<file path="config.mk">
export PLATFORM = sky130hd
export DESIGN_NAME = input_debounce
export DESIGN_NICKNAME = d
export VERILOG_FILES = /design/src/rtl/input_pkg.sv /design/src/rtl/debounce_bit.sv /design/src/rtl/input_debounce.sv
export SDC_FILE = /design/constraint.sdc
export NUM_CORES = 1
export LEC_CHECK = 0
export BUFFER_PORTS_ARGS = -buffer_cell sky130_fd_sc_hd__buf_2
export CORE_ASPECT_RATIO = 0.9
export CORE_MARGIN = 2
export CORE_UTILIZATION = 60
export CTS_CLUSTER_DIAMETER = 60
export DETAILED_ROUTE_END_ITERATION = 12
export GPL_TIMING_DRIVEN = 0
export HOLD_SLACK_MARGIN = 0.08
export PLACE_DENSITY = 0.82
export SLEW_MARGIN = 25
export SYNTH_ARGS = -nofsm -noshare
export SYNTH_HDL_FRONTEND = slang
export SYNTH_SLANG_ARGS = --single-unit
</file>
<file path="constraint.sdc">
create_clock -name clk -period 5.05 [get_ports clk]
set_input_delay 0.505 -clock clk [delete_from_list [all_inputs] [get_ports clk]]
set_output_delay 0.505 -clock clk [all_outputs]
set_load 0.01 [all_outputs]
</file>
<file path="src/rtl/input_pkg.sv">
// input_pkg: shared button count, debounce default and per-bit FSM state type
package input_pkg;
  localparam int NUM_BTNS = 5;
  localparam int DB_CYCLES_DEF = 50000;
  typedef enum logic [1:0] {STABLE_LOW, WAIT_HIGH, STABLE_HIGH, WAIT_LOW} db_state_t;
endpackage

</file>
<file path="src/rtl/debounce_bit.sv">
// debounce_bit: one-button synchronizer, debounce FSM/counter and rising press pulse
//   clk    : rising-edge clock
//   reset  : async active-low reset
//   raw    : unsynchronized button pin
//   stable : debounced level
//   press  : one-cycle pulse after stable rises
module debounce_bit
  import input_pkg::*;
#(
  parameter int DB_CYCLES = DB_CYCLES_DEF,
  parameter int CNT_W = 16
) (
  input  logic clk,
  input  logic reset,
  input  logic raw,
  output logic stable,
  output logic press
);
  logic s1, s2;
  logic [CNT_W-1:0] cnt;
  db_state_t st;
  wire last = cnt == CNT_W'(DB_CYCLES - 1);
  always_ff @(posedge clk or negedge reset) begin
    if (!reset) begin
      s1 <= 1'b0;
      s2 <= 1'b0;
      st <= STABLE_LOW;
      cnt <= '0;
      stable <= 1'b0;
      press <= 1'b0;
    end else begin
      s1 <= raw;
      s2 <= s1;
      press <= 1'b0;
      case (st)
        STABLE_LOW: begin
          st <= s2 ? WAIT_HIGH : STABLE_LOW;
          cnt <= s2 ? CNT_W'(1) : '0;
        end
        STABLE_HIGH: begin
          st <= s2 ? STABLE_HIGH : WAIT_LOW;
          cnt <= s2 ? '0 : CNT_W'(1);
        end
        WAIT_HIGH:
          if (!s2) begin
            st <= STABLE_LOW;
            cnt <= '0;
          end else if (last) begin
            st <= STABLE_HIGH;
            cnt <= '0;
            stable <= 1'b1;
            press <= 1'b1;
          end else cnt <= cnt + CNT_W'(1);
        WAIT_LOW:
          if (s2) begin
            st <= STABLE_HIGH;
            cnt <= '0;
          end else if (last) begin
            st <= STABLE_LOW;
            cnt <= '0;
            stable <= 1'b0;
          end else cnt <= cnt + CNT_W'(1);
        default: begin
          st <= STABLE_LOW;
          cnt <= '0;
        end
      endcase
    end
  end
endmodule

</file>
<file path="src/rtl/input_debounce.sv">
// input_debounce: debounces NUM_BTNS controller buttons with press pulses and optional sticky flags
//   clk        : rising-edge clock
//   reset      : async active-low reset
//   btn_raw    : raw button pins
//   clear      : acknowledge strobe, clears sticky flags
//   btn_stable : debounced levels
//   btn_press  : one-cycle press pulses
//   btn_sticky : latched presses (only built with INPUT_DEBOUNCE_STICKY_EN, else 0)
module input_debounce
  import input_pkg::*;
#(
  parameter int DB_CYCLES = DB_CYCLES_DEF,
  parameter int CNT_W = 16
) (
  input  logic                clk,
  input  logic                reset,
  input  logic [NUM_BTNS-1:0] btn_raw,
  input  logic                clear,
  output logic [NUM_BTNS-1:0] btn_stable,
  output logic [NUM_BTNS-1:0] btn_press,
  output logic [NUM_BTNS-1:0] btn_sticky
);
  for (genvar i = 0; i < NUM_BTNS; i++) begin : g_bit
    debounce_bit #(.DB_CYCLES(DB_CYCLES), .CNT_W(CNT_W)) u_bit (
      .clk(clk),
      .reset(reset),
      .raw(btn_raw[i]),
      .stable(btn_stable[i]),
      .press(btn_press[i])
    );
  end
`ifdef INPUT_DEBOUNCE_STICKY_EN
  // a press arriving with clear wins so no press is lost
  always_ff @(posedge clk or negedge reset)
    if (!reset) btn_sticky <= '0;
    else btn_sticky <= (btn_sticky & ~{NUM_BTNS{clear}}) | btn_press;
`else
  logic unused_clear;
  assign unused_clear = clear;
  assign btn_sticky = '0;
`endif
endmodule

</file>
==> out/results.tsv, run 1 <==
stage	metric	value	unit
flow_run	maxCapViolations	0	
yosys	synthCells	519	
critical_path	r2r_start	g_bit[4].u_bit.cnt[12]	
sta	grt_setup_unrepaired	no	
die	start_util	61.96	%
sta	setup_viol	0	
die	ios	23	
power	internal-power	0.001163	W
critical_path	worstPathArrival	2.40	ns
place	place_congestion	0.8907	
die	die-area	0.009617	mm²
routing	first_iter_violations	167	
clocking	clock_latency	0.38	ns
yosys	synth-main-ff-cell	dfrtp_1	
grt	busiest_layer	met2	
grt	antenna_found_initial	0	
critical_path	startpoint_type	flip-flop	
final_layout	final_cell_area	0.005821	mm²
yosys	syn_avg_cell_area	10.23	µm²
critical_path	reg2regPathDepth	4	
status	run_status	completed	
routing	drc	0	
yosys	synth-seq-area-share	51.85	%
clocking	clockBufferDepth	2	
clocking	ctsHtreeMaxLevel	3	
sta	slew_violations	0	
power	seq_power_share	58.8	%
clocking	path_clk_slew	0.11	ns
grt	track_usage	20.79	%
final_layout	areaGrowthSynthToFinish	9.639	%
sta	period_needed	2.121	ns
yosys	ys_seq_elements	110	
power	clkPwrFrac	37.1	%
grt	grt_pass1_vias	3517	
grt	grt_max_degree	63	
final_layout	drive_above_1_share	13.11	%
die	coreArea	0.008568	mm²
critical_path	critPathMaxFanout	5	
power	ir_worst_vdd	0.0002265	V
critical_path	critPathCaptureType	flip-flop	
grt	use_met3	5.157	%
final_layout	fillers	662	
yosys	syn_area	0.005309	mm²
grt	grt_util_met2	33.66	%
routing	routedWlPerCell	13.52	µm
clocking	cts_tree	done	
routing	firstDrtPassIters	5	
power	p_comb_share	4.1	%
die	rows	32	
critical_path	crit_type	reg2reg	
clocking	cts_buffers	9	
clocking	clock-sinks	110	
routing	final_antenna_net_count	0	
sta	fin_crit_sh	42.00	%
yosys	yosys_warnings	0	
routing	vias	3732	
place	dp_hpwl	6433	µm
routing	wirelength	9141	µm
place	portBuffers	16	
clocking	post-cts-setup-buffers	0	
min_path	hp-class	in2reg	
sta	hold_violations	0	
die	die_h	93.24	µm
critical_path	required	5.33	ns
grt	grt_pass1_wl	15690	µm
place	postPlaceCellArea	0.005587	mm²
grt	grt_use_met1	27.46	%
yosys	ys_types	59	
sta	fmax	0.4715	GHz
sta	worst_hold_slack	0.2219	ns
yosys	async_flop_share	100.0	%
sta	fin_skew	0.008774	ns
power	leakagePower	2.391	nW
final_layout	post-route-util	67.93	%
critical_path	r2r_slack	2.93	ns
yosys	synth_top_area_share	51.85	%
power	cellPowerDensity	264.1	mW/mm²
yosys	synth_edf_count	0	
power	swShare	24.38	%
min_path	hold_path_startpoint	btn_raw[2]	
grt	gr-total-overflow	0	
sta	tns	0	ns
die	die_width	103.2	µm
yosys	synth_area_leader_cell	dfrtp_1	
yosys	synth_area_leaders	dfrtp_1 52%, xnor2_1 8.1%, nor2_1 5.9%	
power	p_sw	0.0003748	W
critical_path	crit_path_start	g_bit[4].u_bit.cnt[12]	
clocking	cts-root-buf	clkbuf_8	
routing	viasPerCell	5.521	
final_layout	n_antenna_cell	0	
final_layout	finalNetCount	565	
## flip-flops by register name, indices dropped and copies added, names as in the netlist, named ones only
signal,flops
g_bit.u_bit.cnt,80
g_bit.u_bit.press,5
g_bit.u_bit.s1,5
g_bit.u_bit.s2,5
g_bit.u_bit.st,5
g_bit.u_bit.stable,5
## Yosys cell counts, drive strengths merged, types with 2 or more instances
cell     instances
or2              6
xnor2           49
nand4           17
ha               5
xor2            18
or4              3
and2             3
nand2           28
buf             25
clkbuf           2
and4             2
a31oi            3
inv             23
nor4bb           2
o31ai            2
nand3b           3
and3             7
or3              5
a2bb2oi          2
or4b             7
dfrtp          110
o22ai            2
o21ai            7
nand4b           3
nand2b           2
nor3            15
o211ai           2
a21oi            9
nand3           30
nor2            84
mux2             4
a21o             2
or4bb            2
nor4            22
## through the flow
stage          worst slack, ns  power (W)  std cells
2_1_floorplan            3.115  0.0009534        523
3_3_place_gp             2.311  0.0009790        658
3_5_place_dp             2.934  0.0009851        659
4_1_cts                  2.919   0.001554        676
5_1_grt                  2.852   0.001601        676
6_report                 2.929   0.001537        676
## worst max-delay path, cell delays in order (launching register included)
cell and delay [ns]:
dfrtp_1 0.44, or4_1 0.55, nor4_2 0.44, and2_2 0.26
mux2_1 0.33
## kinds of logic (layout without fill, tap and decap cells)
group / after synthesis / after routing / synth area share [%]
and+or+nand+nor: 247 / 247 / 25.19
adders and majority gates: 5 / 5 / 1.178
AOI/OAI and AO/OA: 35 / 35 / 4.219
buffers and inverters: 50 / 84 / 5.515
xor gates and xnor gates: 67 / 67 / 11.05
other: 1 / 5 / 0.07064
muxes: 4 / 4 / 0.9190
DFF: 110 / 110 / 51.85
## placed cells by master (no fill, tap or decap), drive strengths merged, types with 9 or more instances in the layout
master	n
dfrtp	110
xnor2	49
inv	27
buf	42
nand3	30
clkbuf	11
nor3	15
xor2	18
nand2	28
a21oi	9
nor2	84
nand4	17
nor4	22
## timing repair
action | 4_1_cts | 5_1_grt
hold buffers | 1 | 0
gates resized for setup | 0 | 0
hold endpoints to repair | 48 | 0
## layout make-up
cell class | instances | area (µm²) | share of cell area (%)
multi-input cells | 363 | 2278 | 39.14
repair buffers | 18 | 123.9 | 2.128
clock inverters | 7 | 100.1 | 1.720
flip-flops and latches | 110 | 2753 | 47.29
inverters | 23 | 86.33 | 1.483
plain buffers | 27 | 206.4 | 3.547
clock buffers | 9 | 123.9 | 2.128
well taps | 119 | 148.9 | 2.558
## how the worst min path moves through the flow
stage / slack, ns / to / cells past startpoint
2_1_floorplan: 0.21 / async pin / 0
3_3_place_gp: 0.33 / g_bit[4].u_bit.s2 / 0
3_5_place_dp: 0.34 / g_bit[1].u_bit.s2 / 0
4_1_cts: 0.21 / g_bit[2].u_bit.s1 / 1
5_1_grt: 0.20 / g_bit[0].u_bit.s1 / 1
6_report: 0.22 / g_bit[2].u_bit.s1 / 1
## layer usage
layer / part of all wire [%] / vias to the layer above
met5: 0 / -
met4: 1.4 / 0
met3: 4.2 / 14
met2: 50 / 75
met1: 45 / 1809
li1: - / 1834
## power groups by stage
| stage | clock network [W] | logic [W] | registers, W |
|---|---|---|---|
| after global placement | 0 | 0.0000590 | 0.000920 |
| final | 0.000570 | 0.0000629 | 0.000904 |
| after detailed placement | 0 | 0.0000639 | 0.000921 |
| after global routing | 0.000622 | 0.0000734 | 0.000906 |
| after floorplan | 0 | 0.0000350 | 0.000918 |
| after CTS | 0.000585 | 0.0000650 | 0.000904 |
Note: power is estimated with default switching activity, not from simulation.
==> run 2, diff against run 1 <==
--- a/config.mk
+++ b/config.mk
@@ -5,6 +5,7 @@
 export SDC_FILE = /design/constraint.sdc
 export NUM_CORES = 1
 export LEC_CHECK = 0
+export ABC_AREA = 1
 export BUFFER_PORTS_ARGS = -buffer_cell sky130_fd_sc_hd__buf_2
 export CORE_ASPECT_RATIO = 0.9
 export CORE_MARGIN = 2
==> constraint.sdc (replaced) <==
create_clock -name clk -period 2.15 [get_ports clk]
set_input_delay 0.215 -clock clk [delete_from_list [all_inputs] [get_ports clk]]
set_output_delay 0.215 -clock clk [all_outputs]
set_load 0.01 [all_outputs]
==> run 2 against run 1 <==
Power is 140% higher. Synthesized cell count is 56% higher. Sequential power is 140% higher. Count of clock-buffer cells in the layout is 2 higher. Worst hold slack better by 0.14 ns. Critical path type unchanged. Design area is 13% higher. Synthesized area is 13% higher. Combinational power grew to 4.4 times the previous value. Largest cell class unchanged. Global-route usage is 3.2 points higher. Core utilization is 0.35 points lower. Sequential share of layout area is 5.3 points lower.
==> out/results.tsv, run 2 <==
stage	metric	value	unit	change
sta	hold_violations	0		unchanged
routing	routedWlPerCell	11.63	µm	was 13.52 µm
clocking	clock_latency	0.37	ns	was 0.38 ns
critical_path	slowest_delay	0.43	ns	was 0.55 ns
routing	wirelength	11380	µm	was 9141 µm
sta	relSlewSlack	65.14	%	
sta	fmax	0.5915	GHz	was 0.4715 GHz
final_layout	largest_reg_flops	80		unchanged
power	leakagePower	2.958	nW	was 2.391 nW
critical_path	worstPathArrival	2.00	ns	was 2.40 ns
critical_path	r2r_slack	0.46	ns	was 2.93 ns
critical_path	crit_type	reg2reg		unchanged
power	finalPower	0.003707	W	was 0.001537 W
yosys	synth_most_common_cell	nand2_1		was dfrtp_1
status	run_status	completed		unchanged
critical_path	path_cells	ha_1 > nand2_1 > nor2_1 > nand3_1 > nor2_1 > nor2_1 > nand2_1 > nor2_1		was or4_1 > nor4_2 > and2_2 > mux2_1
yosys	synth_top_family_by_area	simple AND/OR/NAND/NOR gates		unchanged
critical_path	critPathMaxFanout	7		was 5
sta	period_needed	1.691	ns	was 2.121 ns
yosys	synthCells	809		was 519
yosys	synth-compound-area-share	3.976	%	was 4.219%
sta	worst_pin_slew	0.5210	ns	
final_layout	fillers	834		was 662
grt	grt_pass1_wl	20910	µm	was 15690 µm
power	cellPowerDensity	565.6	mW/mm²	was 264.1 mW/mm²
yosys	ys_seq_elements	110		unchanged
yosys	synth_edf_count	0		unchanged
final_layout	final_common_cell	nand2_1		was dfrtp_1
routing	final_antenna_net_count	0		unchanged
routing	vias	5004		was 3732
grt	gr-total-overflow	0		unchanged
critical_path	required	2.46	ns	was 5.33 ns
critical_path	critPathSlowestCell	dfrtp_1		was or4_1
final_layout	largest_register	g_bit.u_bit.cnt		unchanged
final_layout	finalNetCount	860		was 565
min_path	hp-class	in2async		was in2reg
die	die-area	0.01084	mm²	was 0.009617 mm²
critical_path	startpoint_type	flip-flop		unchanged
die	rows	34		was 32
critical_path	critPathTopFamily	simple AND/OR/NAND/NOR gates		unchanged
place	place_congestion	0.8710		was 0.8907
grt	grt_pass1_vias	4935		was 3517
routing	drc	0		unchanged
sta	grt_setup_unrepaired	no		unchanged
flow_run	maxCapViolations	0		unchanged
final_layout	areaGrowthSynthToFinish	9.055	%	was 9.639%
critical_path	reg2regPathDepth	8		was 4
sta	fin_skew	0.006312	ns	was 0.008774 ns
clocking	cts_buffers	9		unchanged
yosys	muxShareOfSynthArea	0	%	was 0.9192%
clocking	path_clk_slew	0.10	ns	was 0.11 ns
place	postPlaceCellArea	0.006297	mm²	was 0.005587 mm²
critical_path	r2r_start	g_bit[3].u_bit.cnt[0]		was g_bit[4].u_bit.cnt[12]
sta	fin_crit_sh	78.64	%	was 42.00%
routing	firstDrtPassIters	5		unchanged
die	ios	23		unchanged
critical_path	r2r-end	g_bit[3].u_bit.cnt[12]		
critical_path	cp-endpoint	g_bit[3].u_bit.cnt[12]		
yosys	async_flop_share	100.0	%	unchanged
yosys	yosys.area_share.simple	37.70	%	was 25.19%
clocking	cts-root-buf	clkbuf_8		unchanged
critical_path	critPathMostFrequentCell	nor2_1		
power	ir_worst_vdd	0.0005506	V	was 0.0002265 V
yosys	synth_area_leaders	dfrtp_1 46%, nand2_1 12%, nor2_1 9.9%		was dfrtp_1 52%, xnor2_1 8.1%, nor2_1 5.9%
grt	grt_max_degree	60		was 63
clocking	cts_tree	done		unchanged
clocking	post-cts-setup-buffers	0		unchanged
routing	viasPerCell	5.117		was 5.521
grt	track_usage	24.00	%	was 20.79%
yosys	synth-seq-area-share	45.80	%	was 51.85%
die	die_width	109.5	µm	was 103.2 µm
critical_path	path_depth	8		was 4
sta	slew_violations	0		unchanged
sta	setup_viol	0		unchanged
yosys	yosys_warnings	0		unchanged
yosys	synth_top_area_share	45.80	%	was 51.85%
final_layout	n_antenna_cell	0		unchanged
yosys	synth_area_leader_cell	dfrtp_1		unchanged
critical_path	worst-path-buf-inv	0		unchanged
yosys	synth_fa_ha_area_share	1.041	%	was 1.178%
yosys	ys_types	31		was 59
die	die_h	98.96	µm	was 93.24 µm
critical_path	crit_path_start	g_bit[3].u_bit.cnt[0]		was g_bit[4].u_bit.cnt[12]
die	coreArea	0.009699	mm²	was 0.008568 mm²
final_layout	drive_above_1_share	11.62	%	was 13.11%
yosys	synth-main-ff-cell	dfrtp_1		unchanged
grt	antenna_found_initial	0		unchanged
routing	first_iter_violations	228		was 167
final_layout	final_cell_area	0.006555	mm²	was 0.005821 mm²
yosys	synth_xor_area_share	2.165	%	was 11.05%
clocking	ctsHtreeMaxLevel	3		unchanged
yosys	yosys-top-cells-count	194 x nand2_1, 158 x nor2_1, 112 x inv_1		was 110 x dfrtp_1, 84 x nor2_1, 49 x xnor2_1
clocking	clock-sinks	110		unchanged
yosys	syn_avg_cell_area	7.430	µm²	was 10.23 µm²
place	portBuffers	16		unchanged
place	dp_hpwl	8368	µm	was 6433 µm
die	start_util	61.97	%	was 61.96%
yosys	syn_area	0.006011	mm²	was 0.005309 mm²
final_layout	final_cell_mix	194 x nand2_1, 158 x nor2_1, 112 x inv_1, 110 x dfrtp_1, 59 x nand3_1		was 110 x dfrtp_1, 84 x nor2_1, 49 x xnor2_1, 30 x nand3_1, 28 x nand2_1
critical_path	critPathCaptureType	flip-flop		unchanged
clocking	clockBufferDepth	2		unchanged
## run 2: changes by cell type after synthesis, sizes merged, moves of 7 or more
cell / previous run / this run
nand2: 28 / 208
nor2: 84 / 182
inv: 23 / 117
xnor2: 49 / 2
nand3: 30 / 60
nor4: 22 / 0
o21ai: 7 / 22
nor3: 15 / 29
buf: 25 / 16
and3: 7 / 0
or4b: 7 / 0
## run 2: what timing repair did
| item | 4_1_cts | 5_1_grt |
|---|---|---|
| gates resized for setup | 0 | 0 |
| hold buffers | 6 | 0 |
| setup endpoints to repair | 0 | 0 |
| endpoints found under the hold margin | 56 | 0 |
## run 2: layer usage
layer / vias to the layer above / GRT usage (%) / wire, µm
met5: - / 0 / 0
li1: 2574 / - / -
met2: 81 / 39.60 / 5558
met4: 0 / 7.108 / 150
met1: 2336 / 31.37 / 5324
met3: 13 / 5.952 / 342
## run 2: worst min path at each step
stage | start | end | slack (ns) | cells past startpoint
floorplan | reset | async pin | -0.08 | 0
global placement | btn_raw[4] | g_bit[4].u_bit.s1 | 0.32 | 1
detailed placement | reset | g_bit[0].u_bit.cnt[15] | 0.20 | 1
CTS | g_bit[4].u_bit.s1 | g_bit[4].u_bit.s2 | 0.36 | 0
global route | g_bit[0].u_bit.s1 | g_bit[0].u_bit.s2 | 0.38 | 0
finish | reset | g_bit[0].u_bit.cnt[15] | 0.36 | 2
## run 2: cell families (layout without fill, tap and decap cells)
kind of cell | count (synthesis) | in the layout
XOR/XNOR | 14 | 14
flip-flops | 110 | 110
adder cells (fa/ha/maj) | 5 | 5
AO/OA/AOI/OAI | 45 | 45
other | 1 | 5
AND/OR/NAND/NOR | 501 | 501
buffers and inverters | 133 | 172
## run 2: layout make-up
cell class | instances | area (µm²) | area share, %
flip-flops and latches | 110 | 2753 | 41.99
repair buffers | 23 | 173.9 | 2.653
plain buffers | 16 | 117.6 | 1.794
clock buffers | 11 | 131.4 | 2.004
inverters | 117 | 439.2 | 6.700
multi-input cells | 570 | 2716 | 41.44
clock inverters | 5 | 66.31 | 1.012
well taps | 126 | 157.7 | 2.405
## run 2: report_power, final
part	total (W)	internal [W]	leakage [nW]	switching [W]
Combinational	0.000274	0.0000926	1.37	0.000181
Clock	0.00127	0.000557	0.0965	0.000710
Sequential	0.00217	0.00212	1.49	0.0000507
Total	0.00371	0.00277	2.96	0.000942
## run 2: metrics by stage
step / std cells / util (%) / setup slack, ns / hold slack (ns) / TNS, ns
after floorplan: 813 / - / 0.8074 / -0.08059 / 0
after global placement: 955 / 64.58 / -0.3684 / 0.3228 / -39.49
after detailed placement: 956 / 64.93 / 0.4769 / 0.2025 / 0
after CTS: 978 / 67.58 / 0.4772 / 0.3599 / 0
after global routing: 978 / 67.58 / 0.2956 / 0.3792 / 0
final: 978 / 67.58 / 0.4593 / 0.3597 / 0
## run 2: worst reg2reg max path, cell delays in order (launching register included)
cell     delay (ns)
dfrtp_1        0.43
ha_1           0.23
nand2_1        0.15
nor2_1         0.07
nand3_1        0.07
nor2_1         0.06
nor2_1         0.41
nand2_1        0.11
nor2_1         0.11
==> run 3, diff against run 2 <==
==> constraint.sdc (replaced) <==
create_clock -name clk -period 1.6 [get_ports clk]
set_input_delay 0.16 -clock clk [delete_from_list [all_inputs] [get_ports clk]]
set_output_delay 0.16 -clock clk [all_outputs]
set_load 0.01 [all_outputs]
==> run 3 against run 2 <==
Sequential cell count unchanged. Combinational power up 43%. Worst hold slack worse by 0.062 ns. Non-clock buffer count up 5. Wire length up 2.9%. Largest power group unchanged.
==> out/results.tsv, run 3 (synthesized netlist as in run 2, its figures left out) <==
stage	metric	value	unit	change
status	run_status	completed		unchanged
clocking	cts-root-buf	clkbuf_8		unchanged
die	die_h	98.96	µm	unchanged
final_layout	fillers	808		was 834
routing	first_iter_violations	238		was 228
clocking	ctsHtreeMaxLevel	3		unchanged
power	ir_worst_vdd	0.0007175	V	was 0.0005506 V
routing	final_antenna_net_count	0		unchanged
critical_path	startpoint_type	flip-flop		unchanged
place	dp_slack	-0.07306	ns	was 0.4769 ns
routing	wirelength	11710	µm	was 11380 µm
place	place_congestion	0.8710		unchanged
place	dp_hpwl	8368	µm	unchanged
sta	fmax	0.6653	GHz	was 0.5915 GHz
critical_path	critPathCaptureType	flip-flop		unchanged
routing	vias	5094		was 5004
die	ios	23		unchanged
sta	setup_viol	0		unchanged
final_layout	largest_register	g_bit.u_bit.cnt		unchanged
grt	track_usage	24.00	%	unchanged
grt	grt_max_degree	60		unchanged
power	finalPower	0.005000	W	was 0.003707 W
critical_path	required	1.87	ns	was 2.46 ns
sta	slew_violations	0		unchanged
grt	grt_pass1_wl	20910	µm	unchanged
grt	gr-total-overflow	0		unchanged
sta	fin_skew	0.006685	ns	was 0.006312 ns
routing	drc	0		unchanged
clocking	path_clk_slew	0.10	ns	about the same
clocking	clock_latency	0.38	ns	was 0.37 ns
place	portBuffers	16		unchanged
die	start_util	61.97	%	unchanged
grt	antenna_found_initial	0		unchanged
die	die_width	109.5	µm	unchanged
routing	viasPerCell	5.182		was 5.117
sta	period_needed	1.503	ns	was 1.691 ns
critical_path	worstPathArrival	1.78	ns	was 2.00 ns
power	cellPowerDensity	751.5	mW/mm²	was 565.6 mW/mm²
final_layout	finalNetCount	865		was 860
final_layout	areaGrowthSynthToFinish	10.68	%	was 9.055%
final_layout	largest_reg_flops	80		unchanged
sta	fin_crit_sh	93.95	%	was 78.64%
final_layout	final_common_cell	nand2_1		unchanged
sta	hold_violations	0		unchanged
power	leakagePower	2.989	nW	was 2.958 nW
final_layout	final_cell_mix	192 x nand2_1, 152 x nor2_1, 112 x inv_1, 110 x dfrtp_1, 59 x nand3_1		was 194 x nand2_1, 158 x nor2_1, 112 x inv_1, 110 x dfrtp_1, 59 x nand3_1
critical_path	crit_type	reg2reg		unchanged
die	coreArea	0.009699	mm²	unchanged
clocking	cts_tree	done		unchanged
routing	firstDrtPassIters	5		unchanged
clocking	clockBufferDepth	2		unchanged
clocking	clock-sinks	110		unchanged
min_path	hp-class	in2async		unchanged
sta	fin_ws	0.09686	ns	was 0.4593 ns
die	die-area	0.01084	mm²	unchanged
die	rows	34		unchanged
final_layout	n_antenna_cell	0		unchanged
final_layout	post-route-util	68.59	%	was 67.58%
critical_path	critPathMaxFanout	4		was 7
flow_run	maxCapViolations	0		unchanged
clocking	cts_buffers	9		unchanged
grt	grt_pass1_vias	4935		unchanged
routing	routedWlPerCell	11.91	µm	was 11.63 µm
final_layout	drive_above_1_share	13.30	%	was 11.62%
## run 3: cell types whose count changed in the layout (fill, tap and decap cells not counted)
cell / previous run / this run
buf_4: 15 / 20
nand2_1: 194 / 192
nand2_2: 11 / 12
nand2_4: 3 / 4
nor2_1: 158 / 152
nor2_2: 13 / 14
nor2_4: 11 / 16
nor3_1: 22 / 20
nor3_2: 6 / 8
o21ai_0: 20 / 16
o21ai_1: 2 / 6
## run 3: routing by layer
layer,GRT usage [%],wire length (µm),up-vias
met5,0,0,-
met4,7.108,137,0
met3,5.952,435,11
met2,39.60,5771,93
met1,31.37,5363,2406
li1,-,-,2584
## run 3: timing repair
action / in CTS / in global routing
pin swaps: 0 / 3
endpoints found under the hold margin: 56 / 0
hold buffers: 6 / 0
endpoints found under the setup margin: 7 / 59
buffers inserted: 0 / 5
resized for setup: 1 / 19
## run 3: worst max-delay path, cell delays in order, from the launching register on
cell and delay, ns:
dfrtp_1 0.40, ha_1 0.19, nand2_1 0.13, nor2_2 0.20
nand2_1 0.16, nor2_4 0.14, nand3_1 0.08, nand2_1 0.07
nor2_1 0.04
## run 3: worst paths after layout
path,end,slack [ns],from,depth (start not counted)
max in group asynchronous,g_bit[1].u_bit.st[0],0.66,reset,3
min,g_bit[0].u_bit.cnt[15],0.30,reset,2
min in group clk,g_bit[0].u_bit.s2,0.37,g_bit[0].u_bit.s1,0
max reg2reg,g_bit[3].u_bit.cnt[14],0.1,g_bit[3].u_bit.cnt[0],8
min reg2reg,g_bit[0].u_bit.s2,0.37,g_bit[0].u_bit.s1,0
max,g_bit[3].u_bit.cnt[14],0.1,g_bit[3].u_bit.cnt[0],8
## run 3: area by class of cell
| type | instances | area (µm²) | area share, % |
|---|---|---|---|
| multi-input cells | 570 | 2776 | 41.73 |
| flip-flops and latches | 110 | 2753 | 41.38 |
| inverters | 117 | 439.2 | 6.601 |
| repair buffers | 28 | 211.5 | 3.178 |
| well taps | 126 | 157.7 | 2.370 |
| clock buffers | 11 | 131.4 | 1.975 |
| plain buffers | 16 | 117.6 | 1.768 |
| clock inverters | 5 | 66.31 | 0.9968 |
## run 3: metrics by stage
stage | instance area (µm²) | cells | hold slack (ns) | TNS [ns]
final | 6653 | 983 | 0.2980 | 0
after global routing | 6653 | 983 | 0.3447 | -0.1056
after CTS | 6558 | 978 | 0.3176 | 0
after detailed placement | 6297 | 956 | 0.1475 | -0.3896
after global placement | 6264 | 955 | 0.2678 | -93.94
after floorplan | 6026 | 813 | -0.1356 | 0
## run 3: where the power goes
group          internal [W]  leakage, nW  switching [W]
sequential          0.00284         1.49      0.0000663
clock              0.000748       0.0965       0.000951
combinational      0.000138         1.40       0.000253
total               0.00373         2.99        0.00127
